--- src/rtl/clk_div_pkg.sv ---
// Shared constants and helpers for the programmable clock divider.
package clk_div_pkg;

  localparam int   CNT_W_DEF   = 16;
  localparam logic MODE_SQUARE = 1'b0;
  localparam logic MODE_PULSE  = 1'b1;

  // A divisor of 0 has no meaning; treat it as divide-by-1.
  function automatic logic [31:0] sanitize_div(input logic [31:0] div);
    sanitize_div = (div == 32'd0) ? 32'd1 : div;
  endfunction

endpackage

--- src/rtl/clk_div_cfg.sv ---
// Divisor/mode configuration: pending request registers and the active
// settings, swapped only at period boundaries or while counting is disabled.
module clk_div_cfg
  import clk_div_pkg::*;
#(
  parameter int   CNT_W        = CNT_W_DEF,
  parameter int   DEFAULT_DIV  = 4,
  parameter logic DEFAULT_MODE = MODE_SQUARE
) (
  input  logic             i_clk,
  input  logic             i_rst_n,
  input  logic             i_terminal,
  input  logic             i_en,
  input  logic             i_div_load,
  input  logic [CNT_W-1:0] i_div_in,
  input  logic             i_mode_in,
  output logic [CNT_W-1:0] o_div_active,
  output logic             o_mode_active,
  output logic             o_pend
);

  logic [CNT_W-1:0] r_div_act;
  logic             r_mode_act;
  logic [CNT_W-1:0] r_div_pend;
  logic             r_mode_pend;
  logic             r_pend;
  logic             w_apply;
  logic [CNT_W-1:0] w_div_clean;

  // Settings may change only where no period is in flight.
  assign w_apply     = i_terminal || !i_en;
  assign w_div_clean = CNT_W'(sanitize_div(32'(i_div_in)));

  // Capture requests, promote them at the next boundary; a load on the
  // boundary itself bypasses the pending stage.
  always_ff @(posedge i_clk or negedge i_rst_n) begin
    if (!i_rst_n) begin
      r_div_act   <= CNT_W'(DEFAULT_DIV);
      r_mode_act  <= DEFAULT_MODE;
      r_div_pend  <= CNT_W'(DEFAULT_DIV);
      r_mode_pend <= DEFAULT_MODE;
      r_pend      <= 1'b0;
    end else if (w_apply) begin
      if (i_div_load) begin
        r_div_act  <= w_div_clean;
        r_mode_act <= i_mode_in;
      end else if (r_pend) begin
        r_div_act  <= r_div_pend;
        r_mode_act <= r_mode_pend;
      end
      r_pend <= 1'b0;
    end else if (i_div_load) begin
      r_div_pend  <= w_div_clean;
      r_mode_pend <= i_mode_in;
      r_pend      <= 1'b1;
    end
  end

  assign o_div_active  = r_div_act;
  assign o_mode_active = r_mode_act;
  assign o_pend        = r_pend;

endmodule

--- src/rtl/clk_div_prog.sv ---
// Runtime-programmable clock divider / clock-enable generator.
// Produces a square wave (period 2*D) or a one-cycle pulse (every D cycles)
// plus a registered tick at every period boundary.
module clk_div_prog
  import clk_div_pkg::*;
#(
  parameter int   CNT_W        = CNT_W_DEF,
  parameter int   DEFAULT_DIV  = 4,
  parameter logic DEFAULT_MODE = MODE_SQUARE
) (
  input  logic             clk_in,
  input  logic             rst_n,
  input  logic             en,
  input  logic [CNT_W-1:0] div_in,
  input  logic             mode_in,
  input  logic             div_load,
  output logic             clk_out,
  output logic             tick,
  output logic [CNT_W-1:0] div_active,
  output logic             pend
);

  logic [CNT_W-1:0] r_cnt;
  logic             r_clk_out;
  logic             r_tick;
  logic             w_terminal;
  logic [CNT_W-1:0] w_div_active;
  logic             w_mode_active;

  clk_div_cfg #(
    .CNT_W        (CNT_W),
    .DEFAULT_DIV  (DEFAULT_DIV),
    .DEFAULT_MODE (DEFAULT_MODE)
  ) u_cfg (
    .i_clk         (clk_in),
    .i_rst_n       (rst_n),
    .i_terminal    (w_terminal),
    .i_en          (en),
    .i_div_load    (div_load),
    .i_div_in      (div_in),
    .i_mode_in     (mode_in),
    .o_div_active  (w_div_active),
    .o_mode_active (w_mode_active),
    .o_pend        (pend)
  );

  // Active divisor is never 0, so div-1 cannot underflow.
  assign w_terminal = en && (r_cnt == (w_div_active - CNT_W'(1)));

  // Counter and output shaping; the mode of the period just ending decides
  // what happens at its terminal edge.
  always_ff @(posedge clk_in or negedge rst_n) begin
    if (!rst_n) begin
      r_cnt     <= '0;
      r_clk_out <= 1'b0;
      r_tick    <= 1'b0;
    end else if (!en) begin
      r_cnt     <= '0;
      r_clk_out <= 1'b0;
      r_tick    <= 1'b0;
    end else if (w_terminal) begin
      r_cnt     <= '0;
      r_tick    <= 1'b1;
      r_clk_out <= (w_mode_active == MODE_PULSE) ? 1'b1 : ~r_clk_out;
    end else begin
      r_cnt  <= r_cnt + CNT_W'(1);
      r_tick <= 1'b0;
      if (w_mode_active == MODE_PULSE) begin
        r_clk_out <= 1'b0;
      end
    end
  end

  assign clk_out    = r_clk_out;
  assign tick       = r_tick;
  assign div_active = w_div_active;

endmodule

--- config.mk ---
export PLATFORM = sky130hd
export DESIGN_NAME = clk_div_prog
export DESIGN_NICKNAME = d
export VERILOG_FILES = /design/src/rtl/clk_div_pkg.sv /design/src/rtl/clk_div_cfg.sv /design/src/rtl/clk_div_prog.sv
export SDC_FILE = /design/constraint.sdc
export NUM_CORES = 1
export LEC_CHECK = 0
export ABC_AREA = 1
export BUFFER_PORTS_ARGS = -buffer_cell sky130_fd_sc_hd__buf_2
export CORE_ASPECT_RATIO = 0.7
export CORE_UTILIZATION = 45
export CTS_CLUSTER_SIZE = 12
export DETAILED_ROUTE_END_ITERATION = 6
export PLACE_DENSITY = 0.63
export SLEW_MARGIN = 20
export SYNTH_ARGS = -nofsm -noshare
export SYNTH_HDL_FRONTEND = slang
export SYNTH_SLANG_ARGS = --single-unit
--- constraint.sdc ---
create_clock -name clk_in -period 4.85 [get_ports clk_in]
set_input_delay 0.97 -clock clk_in [delete_from_list [all_inputs] [get_ports clk_in]]
set_output_delay 0.97 -clock clk_in [all_outputs]
set_load 0.02 [all_outputs]
# == After elaboration in Yosys (flattened, before gate mapping) ==
# Index checks and enable logic that the tools add are counted.
# totals
reg_bits,53
input_bits,21
out_inout_bits,19
# op_classes
addsub,2
n_eq_ne,2
n_mux,15
n_bitwise,2
reduce_logical,8
# op_table
cell,count
16-bit two-way mux,5
"16-bit by 1-bit adder with 16-bit output, second input constant",1
16-bit == test,1
16-bit logical NOT,1
"16-bit by 1-bit subtractor with 16-bit output, second input constant",1
1-bit two-way mux,10
2-bit AND reduction,2
2-bit nonzero test,2
"3-bit by 1-bit != test with 1-bit output, second input constant",1
1-bit inverter,2
1-bit logical AND,1
1-bit logical NOT,1
1-bit logical OR,1

# == Longest topological paths before layout ==
# Gate-level depths: netlist of run 1.
# logic_depth
depth_word,6
depth_mapped,17
ltp_nobuf,16

# == Modules after synthesis ==
# Synthesis of run 1 repeated with hierarchy kept, for this count alone.
# unflattened
cells_unflattened,441
area_unflattened_um2,3176.8
# modules_own_cells
mod,n_inst,cells_per_inst,area_each_um2,seq_area_each_um2
clk_div_cfg,1,190,1624.1,878.3
clk_div_prog,1,251,1552.7,450.4

# == Worst setup path after synthesis of run 1 ==
# No wires, ideal clock.
# synth_timing
path_kind,register -> register
start,"register u_cfg.r_div_act[0], in the netlist u_cfg.o_div_active[0]"
end,"register u_cfg.r_div_act[3], in the netlist u_cfg.o_div_active[3]"
t_arrival_ps,2015
path_slack_ps,2717
path_stages_with_launch,17
n_path_buf,1
period_less_slack_ps,2133
path_cell_list,dfrtp_1 > inv_1 > ha_1 > nand2_1 > nor2_2 > nand3_1 > nand2_1 > nand2_1 > inv_1 > nand2_1 > nor2_4 > nand2_4 > nand2_8 > nand2_4 > buf_6 > nand2_1 > nand2_1
# synth_via
elab_chain_len,5
# synth_lines
item,line,rtl
from (decl),clk_div_cfg.sv:22,logic [CNT_W-1:0] r_div_act;
from (signal assigned),clk_div_cfg.sv:38,r_div_act <= CNT_W'(DEFAULT_DIV);
from (signal assigned),clk_div_cfg.sv:45,r_div_act <= w_div_clean;
from (signal assigned),clk_div_cfg.sv:48,r_div_act <= r_div_pend;
16-bit by 1-bit subtractor with 16-bit output,clk_div_prog.sv:48,assign w_terminal = en && (r_cnt == (w_div_active - CNT_W'(1)));
16-bit == test,clk_div_prog.sv:48,
1-bit logical AND,clk_div_prog.sv:48,
1-bit logical OR,clk_div_cfg.sv:31,assign w_apply = i_terminal || !i_en;
2-bit AND reduction (no source line),-,
# Every way passes these cells.
# A chain may end at the register's enable or synchronous reset.

# == Final worst setup path of run 1 ==
# layout_timing
start,input port div_load
end,"register u_cfg.r_div_act[3], in the netlist u_cfg.o_div_active[3]"
# layout_via
elab_chain_len,2
elab_cells_between_ends,3
# layout_lines
item,line,rtl
from (decl),clk_div_prog.sv:16,"input logic div_load,"
2-bit nonzero test (no source line),-,
2-bit AND reduction (no source line),-,
# Several ways; a longest one is shown, not always the timed one.

==> flow_summary.ini, run 1 <==
[worst_setup_path]
crit_top_cell = nand2_1
reg2reg_from = u_cfg.o_div_active[0]$_DFFE_PN0P_
path_buf_inv = 2
cpLargestDelayFamily = buffers and inverters
worstSetupPathType = in2reg
critPathMaxStageDelay_ns = 0.63
startpoint_type = input pin
reg2reg_depth = 15
reg2reg_to = u_cfg.o_div_active[3]$_DFFE_PN0P_
crit_fanout = 37
r2r_setup_slack_ns = 2.16
required_ns = 5.05
crit_chain = buf_2 -> clkinv_1 -> nand2_1 -> nand2_4 -> nand2_1 -> nand2_1
crit_path_end_kind = flip-flop
cpMaxStageDelayCell = nand2_1
cp.arrival_ns = 3.07

[clocking]
post_cts_buffers = 0
cts_tree = done
cts_root_buf = clkbuf_8
cts.sinks = 53
clkLatencyLatePin_ns = 0.31
clk_pin_slew_ns = 0.09
numCtsBuffers = 5
h-tree-depth = 2
cts-hold-fix-buffers = 0
cts-resized-gates = 0
cts.path.max_buffers = 2

[cells_and_area]
final_nets = 524
syn2layout_area_growth_pct = 10.3
insertedDiodeCount = 0
mostFrequentLayoutCells = nand2_1 (191), dfrtp_1 (51), nor2_1 (44)
layoutNonFillerInstCount = 596
mostFrequentLayoutCell = nand2_1
final_layout_size_suffix_gt1_share_pct = 12.5

[global_route]
antenna_found_initial = 0
track_usage_pct = 23.2
grt_max_degree = 54
grt_pass1_vias = 2807
grt_pass1_wl_mm = 13.8
grt_overflow = 0

[power_and_ir_drop]
intPower_uw = 763
swShare_pct = 35.6
irDropWorstVdd_v = 0.000156
leakage_nw = 1.99
power_density_mw_per_mm2 = 328
seqPwrFrac_pct = 45.3
switchingPower_uw = 422
combPwrFrac_pct = 27.6
clkPwrFrac_pct = 27.1

[detailed_routing]
wirelength_mm = 8.24
vias_per_cell = 5.07
drc = 0
drtPass1Iterations = 4
ant_nets = 0
vias = 3020
wl_per_cell_um = 13.8
drtIter0Drc = 242

[floorplan]
core_area_mm2 = 0.00688
die_width_um = 104
rows = 25
io_pins = 40
die_h_um = 73.4
start_util_pct = 47.6
dieArea_mm2 = 0.00763

[timing]
tns_ns = 0
slew_violations = 0
hold_violations = 0
fin_crit_sh_pct = 59.2
finalCriticalPeriod_ns = 2.87
max_slew.worst_pin.slew_ns = 0.688
fmax_mhz = 348
rsz0062_at_grt = no
setup_viol = 0
slew_headroom_pct = 54.1
skew_ns = 0.0107

[placed_design]
gp_congestion = 0.879
portBuffers = 39
place_inst = 588
dp_hpwl_mm = 6.07

[logic_synthesis]
async_reset_ff_share_pct = 100
yosys_warnings = 0
ys.flop_type = dfrtp_1
syn_avg_cell_area_um2 = 6.97
syn-num-nets = 493
synth_edf_count = 0
ys_seq_elements = 53
synthesis.area_mm2 = 0.00327
seq_area_frac_synth_pct = 40.6
netlist_instances = 470
yosysUniqueCellTypes = 34

[flow_run]
drv_cap = 0

[min_path]
hold_start = u_cfg.r_div_pend[2]$_DFFE_PN1P_
holdPathStages = 2
whs_endpoint = u_cfg.r_div_pend[2]$_DFFE_PN1P_
hp-class = reg2reg

[run_status]
status = completed
## cell usage after synthesis, types with 2 or more instances
cell,count,area share [%]
a21oi_1,3,0.46
buf_1,5,0.57
buf_2,2,0.31
buf_4,2,0.46
buf_6,4,1.4
clkbuf_1,3,0.34
dfrtp_1,51,39
dfstp_2,2,1.6
ha_1,2,0.76
inv_1,43,4.9
nand2_1,191,22
nand2_2,2,0.38
nand2_4,2,0.69
nand3_1,40,6.1
nand3_2,2,0.61
nand4_1,25,4.8
nor2_1,44,5.0
nor2_2,5,0.96
nor2_4,2,0.69
nor3_1,4,0.61
nor4_1,4,0.76
o21ai_0,5,0.76
xnor2_1,5,1.3
xor2_1,12,3.2
## worst min-delay path, stage by stage, from the launching register on
cell and delay, ns:
dfstp_2 0.38, nand2_1 0.05, nand2_1 0.04
## how the worst max path moves through the flow
stage / depth (start not counted) / start / slack [ns] / endpoint
after floorplan: 16 / u_cfg.o_div_active[0]$_DFFE_PN0P_ / 2.72 / u_cfg.o_div_active[3]$_DFFE_PN0P_
after global placement: 6 / div_load / 1.74 / u_cfg.o_div_active[1]$_DFFE_PN0P_
after detailed placement: 6 / div_load / 1.67 / u_cfg.o_div_active[13]$_DFFE_PN0P_
after CTS: 6 / div_load / 2.01 / u_cfg.o_div_active[7]$_DFFE_PN0P_
after global routing: 6 / div_load / 1.71 / u_cfg.o_div_active[8]$_DFFE_PN0P_
final: 6 / div_load / 1.98 / u_cfg.o_div_active[3]$_DFFE_PN0P_
## flip-flops by register name, summed over array words and instances (netlist names)
name,flops
u_cfg.r_mode_pend,1
clk_out,1
u_cfg.o_pend,1
u_cfg.r_div_pend,16
tick,1
r_cnt,16
u_cfg.o_div_active,16
u_cfg.o_mode_active,1
## per-layer routing
| metal | global-route usage (%) | share of wire (%) | vias up |
|---|---|---|---|
| met3 | 4.35 | 5.6 | 8 |
| li1 | - | - | 1553 |
| met1 | 34.9 | 53 | 1381 |
| met2 | 34.4 | 40 | 78 |
| met5 | 0 | 0 | - |
| met4 | 5.56 | 0.93 | 0 |
## power by group through the flow
stage	Combinational (mW)	Clock, mW	Sequential [mW]
2_1_floorplan	0.213	0	0.557
3_3_place_gp	0.319	0	0.547
3_5_place_dp	0.325	0	0.545
4_1_cts	0.326	0.327	0.537
5_1_grt	0.371	0.336	0.545
6_report	0.327	0.321	0.538
## cell type report
| class | count | area [um^2] |
|---|---|---|
| Sequential cell | 53 | 1330 |
| Tap cell | 94 | 118 |
| Fill cell | 702 | 3270 |
| Multi-Input combinational cell | 357 | 1680 |
| Clock buffer | 7 | 86.3 |
| Timing Repair Buffer | 40 | 203 |
| Clock inverter | 1 | 30.0 |
| Inverter | 44 | 165 |
## metrics by stage
stage	cell area [um^2]	setup slack, ns	hold WS, ns	total power, mW	util (%)
4_1_cts	3610	2.01	0.476	1.19	52.5
3_5_place_dp	3490	1.67	0.462	0.870	50.8
2_1_floorplan	3270	2.72	0.442	0.770	-
5_1_grt	3610	1.71	0.482	1.25	52.5
6_report	3610	1.98	0.473	1.19	52.5
3_3_place_gp	3490	1.74	0.455	0.865	50.8
## kinds of logic after synthesis
| group | share of synthesized area (%) |
|---|---|
| DFF | 40.6 |
| adders and majority gates | 0.764 |
| AOI/OAI and AO/OA | 1.99 |
| and+or+nand+nor | 44.0 |
| xor gates and xnor gates | 4.55 |
| buffers and inverters | 8.10 |
Note: power is estimated with default switching activity, not from simulation.
==> run 2, diff against run 1 <==
--- a/config.mk
+++ b/config.mk
@@ -11,7 +11,7 @@
 export CORE_UTILIZATION = 45
 export CTS_CLUSTER_SIZE = 12
 export DETAILED_ROUTE_END_ITERATION = 6
-export PLACE_DENSITY = 0.63
+export PLACE_DENSITY = 0.66
 export SLEW_MARGIN = 20
 export SYNTH_ARGS = -nofsm -noshare
 export SYNTH_HDL_FRONTEND = slang
==> constraint.sdc (replaced) <==
create_clock -name clk_in -period 2.5 [get_ports clk_in]
set_input_delay 0.5 -clock clk_in [delete_from_list [all_inputs] [get_ports clk_in]]
set_output_delay 0.5 -clock clk_in [all_outputs]
set_load 0.02 [all_outputs]
==> run 2 against run 1 <==
Non-clock buffer count increased by 6. Routed wire length increased by 1.7%. Sequential power increased by 93%. Flip-flop and latch count unchanged. Cell count increased by 1.2%. Critical path depth increased by 8. Via count increased by 2.5%. Clock skew decreased by 0.0022 ns. Clock power increased by 91%. Total power increased by 96%.
==> flow_summary.ini, run 2 (synthesis gave the netlist of run 1 again) <==
[run_status]
status = completed

[detailed_routing]
drtIter0Drc = 224
wl_per_cell_um = 13.9
wl_met2_mm = 3.46
ant_nets = 0
dr_wl_met3_um = 626
highest_layer = met4
drtPass1Iterations = 5
wl_met1_mm = 4.26
vias = 3096
drc = 0
wirelength_mm = 8.39
vias_per_cell = 5.13

[floorplan]
core_area_mm2 = 0.00688
dieArea_mm2 = 0.00763
start_util_pct = 47.6
die_h_um = 73.4
rows = 25
die_width_um = 104
io_pins = 40

[worst_setup_path]
crit_path_end_kind = flip-flop
r2r_setup_slack_ns = 0.25
required_ns = 2.70
startpoint_type = flip-flop
worstSetupPathType = reg2reg
crit_fanout = 17
cp.arrival_ns = 2.46

[timing]
finalCriticalPeriod_ns = 2.25
rsz0062_at_grt = no
setup_viol = 0
slew_violations = 0
max_slew.worst_pin.slew_ns = 0.614
skew_ns = 0.00857
fmax_mhz = 444
slew_headroom_pct = 59.0
tns_ns = 0
fin_crit_sh_pct = 90.2
hold_violations = 0

[cells_and_area]
insertedDiodeCount = 0
final_nets = 531
mostFrequentLayoutCell = nand2_1
final_layout_size_suffix_gt1_share_pct = 14.7
mostFrequentLayoutCells = nand2_1 (190), dfrtp_1 (50), inv_1 (43), nor2_1 (43), nand3_1 (40)
syn2layout_area_growth_pct = 13.5
postLayoutCellArea_mm2 = 0.00371
fill_cells = 687

[clocking]
cts-hold-fix-buffers = 0
cts_root_buf = clkbuf_8
cts.sinks = 53
numCtsBuffers = 5
cts-resized-gates = 0
post_cts_buffers = 0
cts.path.max_buffers = 2
clk_pin_slew_ns = 0.10
cts_tree = done
h-tree-depth = 2
clkLatencyLatePin_ns = 0.30

[global_route]
grt_pass1_vias = 2762
track_usage_pct = 23.2
grt_overflow = 0
antenna_found_initial = 0
grt_max_degree = 34
grt_pass1_wl_mm = 13.9

[flow_run]
drv_cap = 0

[power_and_ir_drop]
leakage_nw = 2.02
irDropWorstVdd_v = 0.000316
power_density_mw_per_mm2 = 625

[placed_design]
dp_hpwl_mm = 6.33
place_area_mm2 = 0.00355
gp_congestion = 0.984
portBuffers = 39

[min_path]
hp-class = in2async
[run 2: where the power goes]
part / internal (mW) / switching [mW] / total [mW]
Combinational: 0.230 / 0.440 / 0.670
Clock: 0.326 / 0.287 / 0.613
Sequential: 0.942 / 0.0963 / 1.04
Total: 1.50 / 0.823 / 2.32
[run 2: routing by layer]
layer | vias up | track usage (%)
li1 | 1569 | -
met1 | 1415 | 35.8
met2 | 108 | 33.9
met3 | 4 | 3.90
met4 | 0 | 4.60
met5 | - | 0
[run 2: through the flow]
stage                     utilization (%)  total power [mW]  setup slack, ns  cells  hold WS, ns
after global placement               51.6              1.70            0.191    594        0.455
after CTS                            53.4              2.31            0.109    602        0.171
after floorplan                         -              1.49            0.367    470        0.204
after detailed placement             51.6              1.70            0.120    594        0.460
after global routing                 54.0              2.46           0.0195    603        0.196
final                                54.0              2.32            0.246    603        0.164
[run 2: final timing paths]
kind,from,endpoint,depth (start not counted)
worst max-delay path,u_cfg.o_div_active[5]$_DFFE_PN0P_,u_cfg.o_div_active[11]$_DFFE_PN0P_,14
worst min-delay path,rst_n,u_cfg.o_div_active[1]$_DFFE_PN0P_,1
worst max register to register,u_cfg.o_div_active[5]$_DFFE_PN0P_,u_cfg.o_div_active[11]$_DFFE_PN0P_,14
worst min register to register,u_cfg.r_div_pend[2]$_DFFE_PN1P_,u_cfg.r_div_pend[2]$_DFFE_PN1P_,2
max in group asynchronous,rst_n,u_cfg.o_div_active[0]$_DFFE_PN0P_,2
min in group clk_in,div_in[2],u_cfg.r_div_pend[2]$_DFFE_PN1P_,3
[run 2: final cells by class]
type | instances | area (um^2) | area share [%]
Sequential cell | 53 | 1330 | 35.8
Timing Repair Buffer | 46 | 260 | 7.01
Tap cell | 94 | 118 | 3.17
Multi-Input combinational cell | 358 | 1720 | 46.3
Inverter | 44 | 165 | 4.45
Clock buffer | 6 | 82.6 | 2.22
Clock inverter | 2 | 37.5 | 1.01
[run 2: critical path, stage by stage (launching register included)]
cell     delay [ns]
dfrtp_1        0.49
nor2_1         0.23
nand2_1        0.15
nor2_4         0.18
nand2_1        0.06
nand2_1        0.10
nand2_1        0.06
inv_1          0.05
nand2_1        0.08
nor2_4         0.15
nand2_4        0.12
nand2_8        0.15
nand2_4        0.14
nand2_1        0.12
nand2_1        0.05
==> run 3, diff against run 2 <==
--- a/config.mk
+++ b/config.mk
@@ -11,7 +11,8 @@
 export CORE_UTILIZATION = 45
 export CTS_CLUSTER_SIZE = 12
 export DETAILED_ROUTE_END_ITERATION = 6
-export PLACE_DENSITY = 0.66
+export MAX_ROUTING_LAYER = met4
+export PLACE_DENSITY = 0.63
 export SLEW_MARGIN = 20
 export SYNTH_ARGS = -nofsm -noshare
 export SYNTH_HDL_FRONTEND = slang
==> constraint.sdc (replaced) <==
create_clock -name clk_in -period 2.4 [get_ports clk_in]
set_input_delay 0.48 -clock clk_in [delete_from_list [all_inputs] [get_ports clk_in]]
set_output_delay 0.48 -clock clk_in [all_outputs]
set_load 0.02 [all_outputs]
==> run 3 against run 2 <==
Critical path depth did not move. Hold slack got worse by 0.020 ns. Flip-flop and latch count is the same. Largest power group unchanged. Largest cell class unchanged. Die area is the same. Utilization increased by 0.53 points.
==> flow_summary.ini, run 3 (synthesis gave the netlist of run 1 again) <==
[timing]
slew_violations = 0
fmax_mhz = 449
skew_ns = 0.00911
max_slew.worst_pin.slew_ns = 0.678
hold_violations = 0
tns_ns = 0
hold_ws_ns = 0.144
setup_viol = 0
fin_ws_ns = 0.175
fin_crit_sh_pct = 92.7
finalCriticalPeriod_ns = 2.22
slew_headroom_pct = 54.4

[placed_design]
portBuffers = 39
gp_congestion = 0.886
place_inst = 597
dp_hpwl_mm = 6.57
dp_slack_ns = -0.00944
place_area_mm2 = 0.00359

[detailed_routing]
wirelength_mm = 8.90
wl_per_cell_um = 14.6
drtPass1Iterations = 5
vias = 3149
drc = 0
drtIter0Drc = 237
vias_per_cell = 5.17
ant_nets = 0

[power_and_ir_drop]
power_density_mw_per_mm2 = 624
combPwrFrac_pct = 31.1
switchingPower_uw = 875
leakage_nw = 2.04
seqPwrFrac_pct = 46.1
intPower_mw = 1.47
clkPwrFrac_pct = 22.8
swShare_pct = 37.4
irDropWorstVdd_v = 0.000338

[worst_setup_path]
crit_path_end_kind = flip-flop
path_buf_inv = 1
crit_fanout = 22
required_ns = 2.65
crit_top_cell = nand2_1
r2r_setup_slack_ns = 0.18
startpoint_type = flip-flop
crit_chain = nor2_1 -> nand2_1 -> nor2_1 -> nand2_1 -> nand2_1 -> nand2_1 -> nor2_1 -> nand2_1 -> nor2_4 -> nand2_4 -> nand2_8 -> buf_12 -> nand3_1 -> nand2_1
cp.arrival_ns = 2.47
critPathMaxStageDelay_ns = 0.48
cpMaxStageDelayCell = dfrtp_1
worstSetupPathType = reg2reg
cpLargestDelayFamily = simple AND/OR/NAND/NOR gates

[floorplan]
die_h_um = 73.4
dieArea_mm2 = 0.00763
io_pins = 40
start_util_pct = 47.6
rows = 25
die_width_um = 104
core_area_mm2 = 0.00688

[cells_and_area]
multi_input_area_mm2 = 0.00172
final_nets = 538
mostFrequentLayoutCell = nand2_1
syn2layout_area_growth_pct = 14.6
mostFrequentLayoutCells = nand2_1 (191), dfrtp_1 (51), nor2_1 (43)
postLayoutCellArea_mm2 = 0.00375
fill_cells = 712
final-seq-area_mm2 = 0.00133
insertedDiodeCount = 0
final_layout_size_suffix_gt1_share_pct = 15.5
layoutNonFillerInstCount = 609

[global_route]
grt_pass1_vias = 2848
track_usage_pct = 25.5
grt_max_degree = 37
grt_overflow = 0
antenna_found_initial = 0
grt_pass1_wl_mm = 14.6

[clocking]
cts_tree = done
cts-hold-fix-buffers = 0
clkLatencyLatePin_ns = 0.31
cts_root_buf = clkbuf_8
cts.path.max_buffers = 2
clk_pin_slew_ns = 0.10
numCtsBuffers = 5
h-tree-depth = 2
cts.sinks = 53

[min_path]
hp-class = in2async

[flow_run]
drv_cap = 0

[run_status]
status = completed
==> run 3: worst reg2reg max path, delay by kind of cell (launching register included) <==
family | cells | cell delay [ns]
simple gates | 13 | 1.53
flops | 1 | 0.48
buf+inv | 1 | 0.17
==> run 3: cell type report <==
cell class | instances | share of cell area (%)
multi-input cells | 357 | 45.8
flip-flops and latches | 53 | 35.4
repair buffers | 54 | 8.87
inverters | 44 | 4.40
well taps | 94 | 3.14
clock buffers | 6 | 2.20
clock inverters | 1 | 0.200
==> run 3: through the flow <==
step	power (mW)	utilization, %
finish	2.34	54.5
global route	2.49	54.5
CTS	2.33	53.5
detailed placement	1.80	52.1
global placement	1.79	52.1
floorplan	1.56	-
==> run 3: worst paths after layout <==
check                                                   from                                 end  depth (start not counted)
max                        u_cfg.o_div_active[8]$_DFFE_PN0P_  u_cfg.o_div_active[13]$_DFFE_PN0P_                         14
min in group clk_in                                div_in[2]     u_cfg.r_div_pend[2]$_DFFE_PN1P_                          3
max reg2reg                u_cfg.o_div_active[8]$_DFFE_PN0P_  u_cfg.o_div_active[13]$_DFFE_PN0P_                         14
min                                                    rst_n     u_cfg.r_div_pend[5]$_DFFE_PN0P_                          1
max in group asynchronous                              rst_n                  r_cnt[5]$_DFF_PN0_                          2
min reg2reg                    u_cfg.r_mode_pend$_DFFE_PN0P_       u_cfg.r_mode_pend$_DFFE_PN0P_                          2
==> run 3: layer usage <==
metal,vias up,wire length [um],track usage (%)
li1,1584,-,-
met1,1440,4520,37.9
met2,115,3560,35.3
met3,10,752,6.03
met4,0,67,4.60
met5,-,0,-
==> run 3: power groups by stage <==
stage          Sequential, mW  Combinational [mW]  Clock [mW]
4_1_cts                  1.08               0.706       0.546
6_report                 1.08               0.729       0.534
2_1_floorplan            1.13               0.430           0
3_5_place_dp             1.10               0.701           0
5_1_grt                  1.09               0.820       0.582
3_3_place_gp             1.09               0.692           0
==> run 3: repair_timing <==
item,CTS,global route
pin swaps,0,1
setup endpoints to repair,16,49
buffers inserted,0,5
resized for setup,1,6
gates cloned,0,0
